[src/rtl/edge_event_pkg.sv]
`default_nettype none
// ============================================================================
// Module      : edge_event_pkg
// Description : Shared event-mode type, mode constants and qualification helper.
// Revision    : 1.0 - initial release
// ============================================================================
package edge_event_pkg;

    typedef logic [1:0] mode_t;

    localparam mode_t MODE_OFF  = 2'b00;
    localparam mode_t MODE_RISE = 2'b01;
    localparam mode_t MODE_FALL = 2'b10;
    localparam mode_t MODE_BOTH = 2'b11;

    function automatic logic qualify_evt(input logic rise, input logic fall, input mode_t mode);
        return (rise & mode[0]) | (fall & mode[1]);
    endfunction

endpackage
`default_nettype wire

[src/rtl/edge_chan.sv]
`default_nettype none
// ============================================================================
// Module      : edge_chan
// Description : One channel: synchronizer, debounce filter, edge pulses,
//               sticky flag and saturating event counter.
// Revision    : 1.0 - initial release
// ============================================================================
module edge_chan
    import edge_event_pkg::*;
#(
    parameter int SYNC_STAGES = 2,
    parameter int FILT_CNT    = 4,
    parameter int CNT_W       = 16,
    parameter bit INIT_LVL    = 1'b0
) (
    input  logic             clk,
    input  logic             rst_n,
    input  logic             sig,
    input  mode_t            mode,
    input  logic             flag_clr,
    input  logic             cnt_clr,
    output logic             level,
    output logic             rise,
    output logic             fall,
    output logic             evt,
    output logic             evt_flag,
    output logic [CNT_W-1:0] evt_cnt
);

    localparam int                FCNT_W      = $clog2(FILT_CNT) + 1;
    localparam logic [FCNT_W-1:0] c_FILT_LAST = FCNT_W'(FILT_CNT - 1);
    localparam logic [CNT_W-1:0]  c_CNT_MAX   = {CNT_W{1'b1}};

    logic [SYNC_STAGES-1:0] r_sync;
    logic [FCNT_W-1:0]      r_fcnt;
    logic                   r_level;
    logic                   r_rise;
    logic                   r_fall;
    logic                   r_evt;
    logic                   r_flag;
    logic [CNT_W-1:0]       r_cnt;

    logic w_sync;
    logic w_differ;
    logic w_take;
    logic w_rise_nxt;
    logic w_fall_nxt;

    assign w_sync     = r_sync[SYNC_STAGES-1];
    assign w_differ   = (w_sync != r_level);
    assign w_take     = w_differ && (r_fcnt == c_FILT_LAST);
    assign w_rise_nxt = w_take & w_sync;
    assign w_fall_nxt = w_take & ~w_sync;

    always_ff @(posedge clk or negedge rst_n) begin
        if (!rst_n) begin
            r_sync <= {SYNC_STAGES{INIT_LVL}};
        end else begin
            r_sync <= {r_sync[SYNC_STAGES-2:0], sig};
        end
    end

    // Count consecutive differing cycles; any agreeing cycle restarts the window.
    always_ff @(posedge clk or negedge rst_n) begin
        if (!rst_n) begin
            r_fcnt  <= '0;
            r_level <= INIT_LVL;
        end else begin
            if (!w_differ || w_take) begin
                r_fcnt <= '0;
            end else begin
                r_fcnt <= r_fcnt + FCNT_W'(1);
            end
            if (w_take) begin
                r_level <= w_sync;
            end
        end
    end

    always_ff @(posedge clk or negedge rst_n) begin
        if (!rst_n) begin
            r_rise <= 1'b0;
            r_fall <= 1'b0;
            r_evt  <= 1'b0;
        end else begin
            r_rise <= w_rise_nxt;
            r_fall <= w_fall_nxt;
            r_evt  <= qualify_evt(w_rise_nxt, w_fall_nxt, mode);
        end
    end

    // Flag and counter consume the registered pulse, so a clear arriving in the
    // pulse cycle loses to the pending set/increment.
    always_ff @(posedge clk or negedge rst_n) begin
        if (!rst_n) begin
            r_flag <= 1'b0;
            r_cnt  <= '0;
        end else begin
            r_flag <= r_evt | (r_flag & ~flag_clr);
            if (cnt_clr) begin
                r_cnt <= CNT_W'(r_evt);
            end else if (r_evt && (r_cnt != c_CNT_MAX)) begin
                r_cnt <= r_cnt + CNT_W'(1);
            end
        end
    end

    assign level    = r_level;
    assign rise     = r_rise;
    assign fall     = r_fall;
    assign evt      = r_evt;
    assign evt_flag = r_flag;
    assign evt_cnt  = r_cnt;

endmodule
`default_nettype wire

[src/rtl/edge_event_filter.sv]
`default_nettype none
// ============================================================================
// Module      : edge_event_filter
// Description : Multi-channel debounced edge-event detector with interrupt.
// Revision    : 1.0 - initial release
// ============================================================================
module edge_event_filter
    import edge_event_pkg::*;
#(
    parameter int CH          = 4,
    parameter int SYNC_STAGES = 2,
    parameter int FILT_CNT    = 4,
    parameter int CNT_W       = 16,
    parameter bit INIT_LVL    = 1'b0
) (
    input  logic                clk,
    input  logic                rst_n,
    input  logic [CH-1:0]       sig,
    input  logic [2*CH-1:0]     mode,
    input  logic [CH-1:0]       flag_clr,
    input  logic [CH-1:0]       cnt_clr,
    input  logic [CH-1:0]       irq_en,
    output logic [CH-1:0]       level,
    output logic [CH-1:0]       rise,
    output logic [CH-1:0]       fall,
    output logic [CH-1:0]       evt,
    output logic [CH-1:0]       evt_flag,
    output logic [CNT_W*CH-1:0] evt_cnt,
    output logic                irq
);

    for (genvar i = 0; i < CH; i++) begin : g_chan
        edge_chan #(
            .SYNC_STAGES (SYNC_STAGES),
            .FILT_CNT    (FILT_CNT),
            .CNT_W       (CNT_W),
            .INIT_LVL    (INIT_LVL)
        ) u_chan (
            .clk      (clk),
            .rst_n    (rst_n),
            .sig      (sig[i]),
            .mode     (mode[2*i +: 2]),
            .flag_clr (flag_clr[i]),
            .cnt_clr  (cnt_clr[i]),
            .level    (level[i]),
            .rise     (rise[i]),
            .fall     (fall[i]),
            .evt      (evt[i]),
            .evt_flag (evt_flag[i]),
            .evt_cnt  (evt_cnt[i*CNT_W +: CNT_W])
        );
    end

    assign irq = |(evt_flag & irq_en);

endmodule
`default_nettype wire

[config.mk]
export PLATFORM = sky130hd
export DESIGN_NAME = edge_event_filter
export DESIGN_NICKNAME = d
export VERILOG_FILES = /design/src/rtl/edge_event_pkg.sv /design/src/rtl/edge_chan.sv /design/src/rtl/edge_event_filter.sv
export SDC_FILE = /design/constraint.sdc
export NUM_CORES = 1
export LEC_CHECK = 0
export CAP_MARGIN = 15
export CELL_PAD_IN_SITES_DETAIL_PLACEMENT = 0
export CELL_PAD_IN_SITES_GLOBAL_PLACEMENT = 1
export CORE_MARGIN = 5
export CORE_UTILIZATION = 36
export DETAILED_ROUTE_END_ITERATION = 8
export PLACE_DENSITY = 0.77
export SLEW_MARGIN = 10
export SYNTH_ARGS = -nofsm -noshare
export SYNTH_HDL_FRONTEND = slang
export SYNTH_SLANG_ARGS = --single-unit
[constraint.sdc]
create_clock -name clk -period 1.9 [get_ports clk]
set_input_delay 0.285 -clock clk [delete_from_list [all_inputs] [get_ports clk]]
set_output_delay 0.285 -clock clk [all_outputs]
set_load 0.02 [all_outputs]
==> impl_metrics.env <==
export IMPL_grt_pass1_wl_mm=22.8
export IMPL_dp_slack_ns=-0.131
export IMPL_syn_area_um2=5360
export IMPL_die_height_um=132
export IMPL_crit_family="buffers and inverters"
export IMPL_cts_tree="built"
export IMPL_critPathKind="register to output port"
export IMPL_via_count=4627
export IMPL_hpwl_mm=9.89
export IMPL_max_vdd_ir_drop_mv=0.687
export IMPL_fin_crit_sh_pct=95.7
export IMPL_slowest_delay_ns=0.60
export IMPL_clkSinkCount=104
export IMPL_cts_clk_slew_worst_paths_ns=0.07
export IMPL_n_fill_cell=1308
export IMPL_synth_seq_cells=104
export IMPL_synth_edff_count=0
export IMPL_final_max_slew_viol_count=0
export IMPL_cp_required_ns=1.62
export IMPL_finalWirelength_mm=13.4
export IMPL_cts_buffers=9
export IMPL_drcViolationCount=0
export IMPL_intPower_w=0.00399
export IMPL_track_usage_pct=15.5
export IMPL_dieWidth_um=132
export IMPL_min_path_type="register to register"
export IMPL_yosys_warnings=0
export IMPL_powerDensity_nw_per_um2=757
export IMPL_cts_htree_levels=3
export IMPL_combPwrFrac_pct=16.2
export IMPL_synth_cells=531
export IMPL_p_sw_share_pct=26.8
export IMPL_leakagePower_nw=3.03
export IMPL_switching_power_w=0.00146
export IMPL_slew_headroom_pct=65.3
export IMPL_core_um2=14600
export IMPL_drtIter0Drc=253
export IMPL_fin_util_pct=49.4
export IMPL_synthArstFlopShare_pct=100
export IMPL_die_area_um2=17400
export IMPL_layout_drive_gt1_share_pct=15.5
export IMPL_worst_pin_slew_ns=0.520
export IMPL_io_pins=111
export IMPL_synth_ff_type="dfrtp_1"
export IMPL_synth_seq_area_share_pct=48.6
export IMPL_portBuffers=110
export IMPL_syn2layout_area_growth_pct=34.5
export IMPL_clkPwrFrac_pct=37.6
export IMPL_cap_violations=0
export IMPL_status="completed"
export IMPL_final_nets=702
export IMPL_syn_area_per_cell_um2=10.1
export IMPL_cp_start_kind="register"
export IMPL_clkLatencyLatePin_ns=0.35
export IMPL_grt_max_degree=39
export IMPL_worst_clock_skew_ns=0.00897
export IMPL_synth_cell_types=58
export IMPL_vias_per_cell=5.42
export IMPL_setup_slack_ns=0.0818
export IMPL_cp_cell_sequence="buf_4, clkdlybuf4s50_1"
export IMPL_final_antenna_net_count=0
export IMPL_hold_violations=0
export IMPL_min_period_ns=1.82
export IMPL_wl_per_cell_um=15.7
export IMPL_slowest_stage="clkdlybuf4s50_1"
export IMPL_path_max_fanout=7
export IMPL_setup_viol_count_final=0
export IMPL_grt_pass1_vias=4702
export IMPL_dr_pass1_iters=5
export IMPL_max_freq_ghz=0.550
export IMPL_gp_congestion=0.790
export IMPL_grt_overflow_total=0
export IMPL_setup_tns_ns=0
export IMPL_synth_nets=569
export IMPL_fp_row_count=44
export IMPL_cts_root_buf="clkbuf_16"
export IMPL_antenna_found_initial=0
export IMPL_cp_data_arrival_time_ns=1.53
export IMPL_start_util_pct=36.7
export IMPL_diodes=0
export IMPL_clockBufferDepth=2
export IMPL_crit_path_end_kind="output port"
export IMPL_p_seq_share_pct=46.3
export IMPL_path_buf_inv=2
[cell usage in the layout, fill, tap and decap left out, types with 16 or more instances in the layout]
master / netlist / layout
nand4_1: 22 / 22
o21ai_0: 16 / 16
dfrtp_1: 104 / 100
a21oi_1: 47 / 45
nand3_1: 21 / 21
buf_4: 20 / 48
nor2_1: 33 / 33
o31ai_1: 17 / 17
nand2_1: 19 / 19
clkdlybuf4s50_1: 0 / 108
or4_1: 19 / 18
inv_1: 27 / 27
[sequential cells by signal, summed over array words and instances (netlist names)]
name	flops
g_chan.u_chan.evt_cnt	64
g_chan.u_chan.r_fcnt	12
g_chan.u_chan.r_sync	8
g_chan.u_chan.evt	4
g_chan.u_chan.evt_flag	4
g_chan.u_chan.fall	4
g_chan.u_chan.level	4
g_chan.u_chan.rise	4
[cell families after synthesis]
group | Yosys count | synth area share [%]
multiplexers | 22 | 4.46
AO/OA/AOI/OAI | 114 | 13.4
buffers and inverters | 64 | 6.28
XOR/XNOR | 4 | 0.654
flip-flops | 104 | 48.6
AND/OR/NAND/NOR | 211 | 23.8
adder cells (fa/ha/maj) | 12 | 2.80
[stage by stage]
step	instances	total power, W	area, um^2	hold WS (ns)
after floorplan	531	0.00313	5370	-0.0106
after global placement	832	0.00343	6800	0.282
after detailed placement	832	0.00347	6800	0.296
after global routing	853	0.00577	7210	0.340
final	853	0.00546	7210	0.351
after CTS	849	0.00555	7150	0.348
[per-layer routing]
layer  global-route usage, %  up-vias  share of wire [%]
li1                        -     2221                  -
met1                    19.1     2284                 44
met2                    26.2      112                 50
met3                    4.12       10                4.8
met4                    5.26        0                1.1
met5                       0        -                  0
[power groups by stage]
stage | clock network [W] | logic (W) | registers (W)
after floorplan | 0 | 0.000566 | 0.00256
after global placement | 0 | 0.000869 | 0.00256
after detailed placement | 0 | 0.000896 | 0.00257
after CTS | 0.00212 | 0.000901 | 0.00253
after global routing | 0.00221 | 0.00101 | 0.00255
final | 0.00205 | 0.000883 | 0.00252
[repair_timing]
| action | CTS | global route |
|---|---|---|
| setup buffers | 0 | 4 |
| setup endpoints to repair | 2 | 19 |
| hold buffers | 1 | 0 |
| endpoints found under the hold margin | 32 | 0 |
| resized for setup | 3 | 11 |
| pin swaps | 0 | 2 |
[cells in the mapped netlist (14+ instances only)]
master | n | share of area [%]
nand4_1 | 22 | 2.6
or4_1 | 19 | 2.7
a21oi_1 | 47 | 4.4
nor2_1 | 33 | 2.3
inv_1 | 27 | 1.9
dfrtp_1 | 104 | 49
nand3_1 | 21 | 2.0
mux2_2 | 14 | 2.9
nand2_1 | 19 | 1.3
o31ai_1 | 17 | 2.4
buf_4 | 20 | 2.8
o21ai_0 | 16 | 1.5
[path summary, 6_finish.rpt]
check / from / endpoint / slack (ns) / cells after the start
setup reg to reg: g_chan[3].u_chan.evt_cnt[0]$_DFFE_PN0P_ / g_chan[3].u_chan.evt_cnt[12]$_DFFE_PN0P_ / 0.10 / 5
setup / recovery: g_chan[1].u_chan.evt$_DFF_PN0_ / evt[1] / 0.08 / 2
min in group asynchronous: rst_n / g_chan[1].u_chan.evt_cnt[11]$_DFFE_PN0P_ / 0.44 / 2
max in group asynchronous: rst_n / g_chan[0].u_chan.evt_cnt[15]$_DFFE_PN0P_ / 0.79 / 3
hold reg to reg: g_chan[3].u_chan.r_sync[0]$_DFF_PN0_ / g_chan[3].u_chan.r_sync[1]$_DFF_PN0_ / 0.35 / 0
hold / removal: g_chan[3].u_chan.r_sync[0]$_DFF_PN0_ / g_chan[3].u_chan.r_sync[1]$_DFF_PN0_ / 0.35 / 0
[cell type report]
| class | instances | area, um^2 | share of cell area, % |
|---|---|---|---|
| flip-flops and latches | 104 | 2610 | 36.2 |
| multi-input cells | 363 | 2460 | 34.2 |
| repair buffers | 159 | 1480 | 20.5 |
| well taps | 184 | 230 | 3.19 |
| clock buffers | 9 | 225 | 3.12 |
| clock inverters | 7 | 101 | 1.41 |
| inverters | 27 | 101 | 1.41 |
[worst reg2reg max path: stages (launching register included)]
cell	delay, ns
dfrtp_1	0.36
ha_1	0.21
and4_1	0.29
nand3_1	0.19
nor4_1	0.25
mux2_2	0.37
Note: power is estimated with default switching activity, not from simulation.
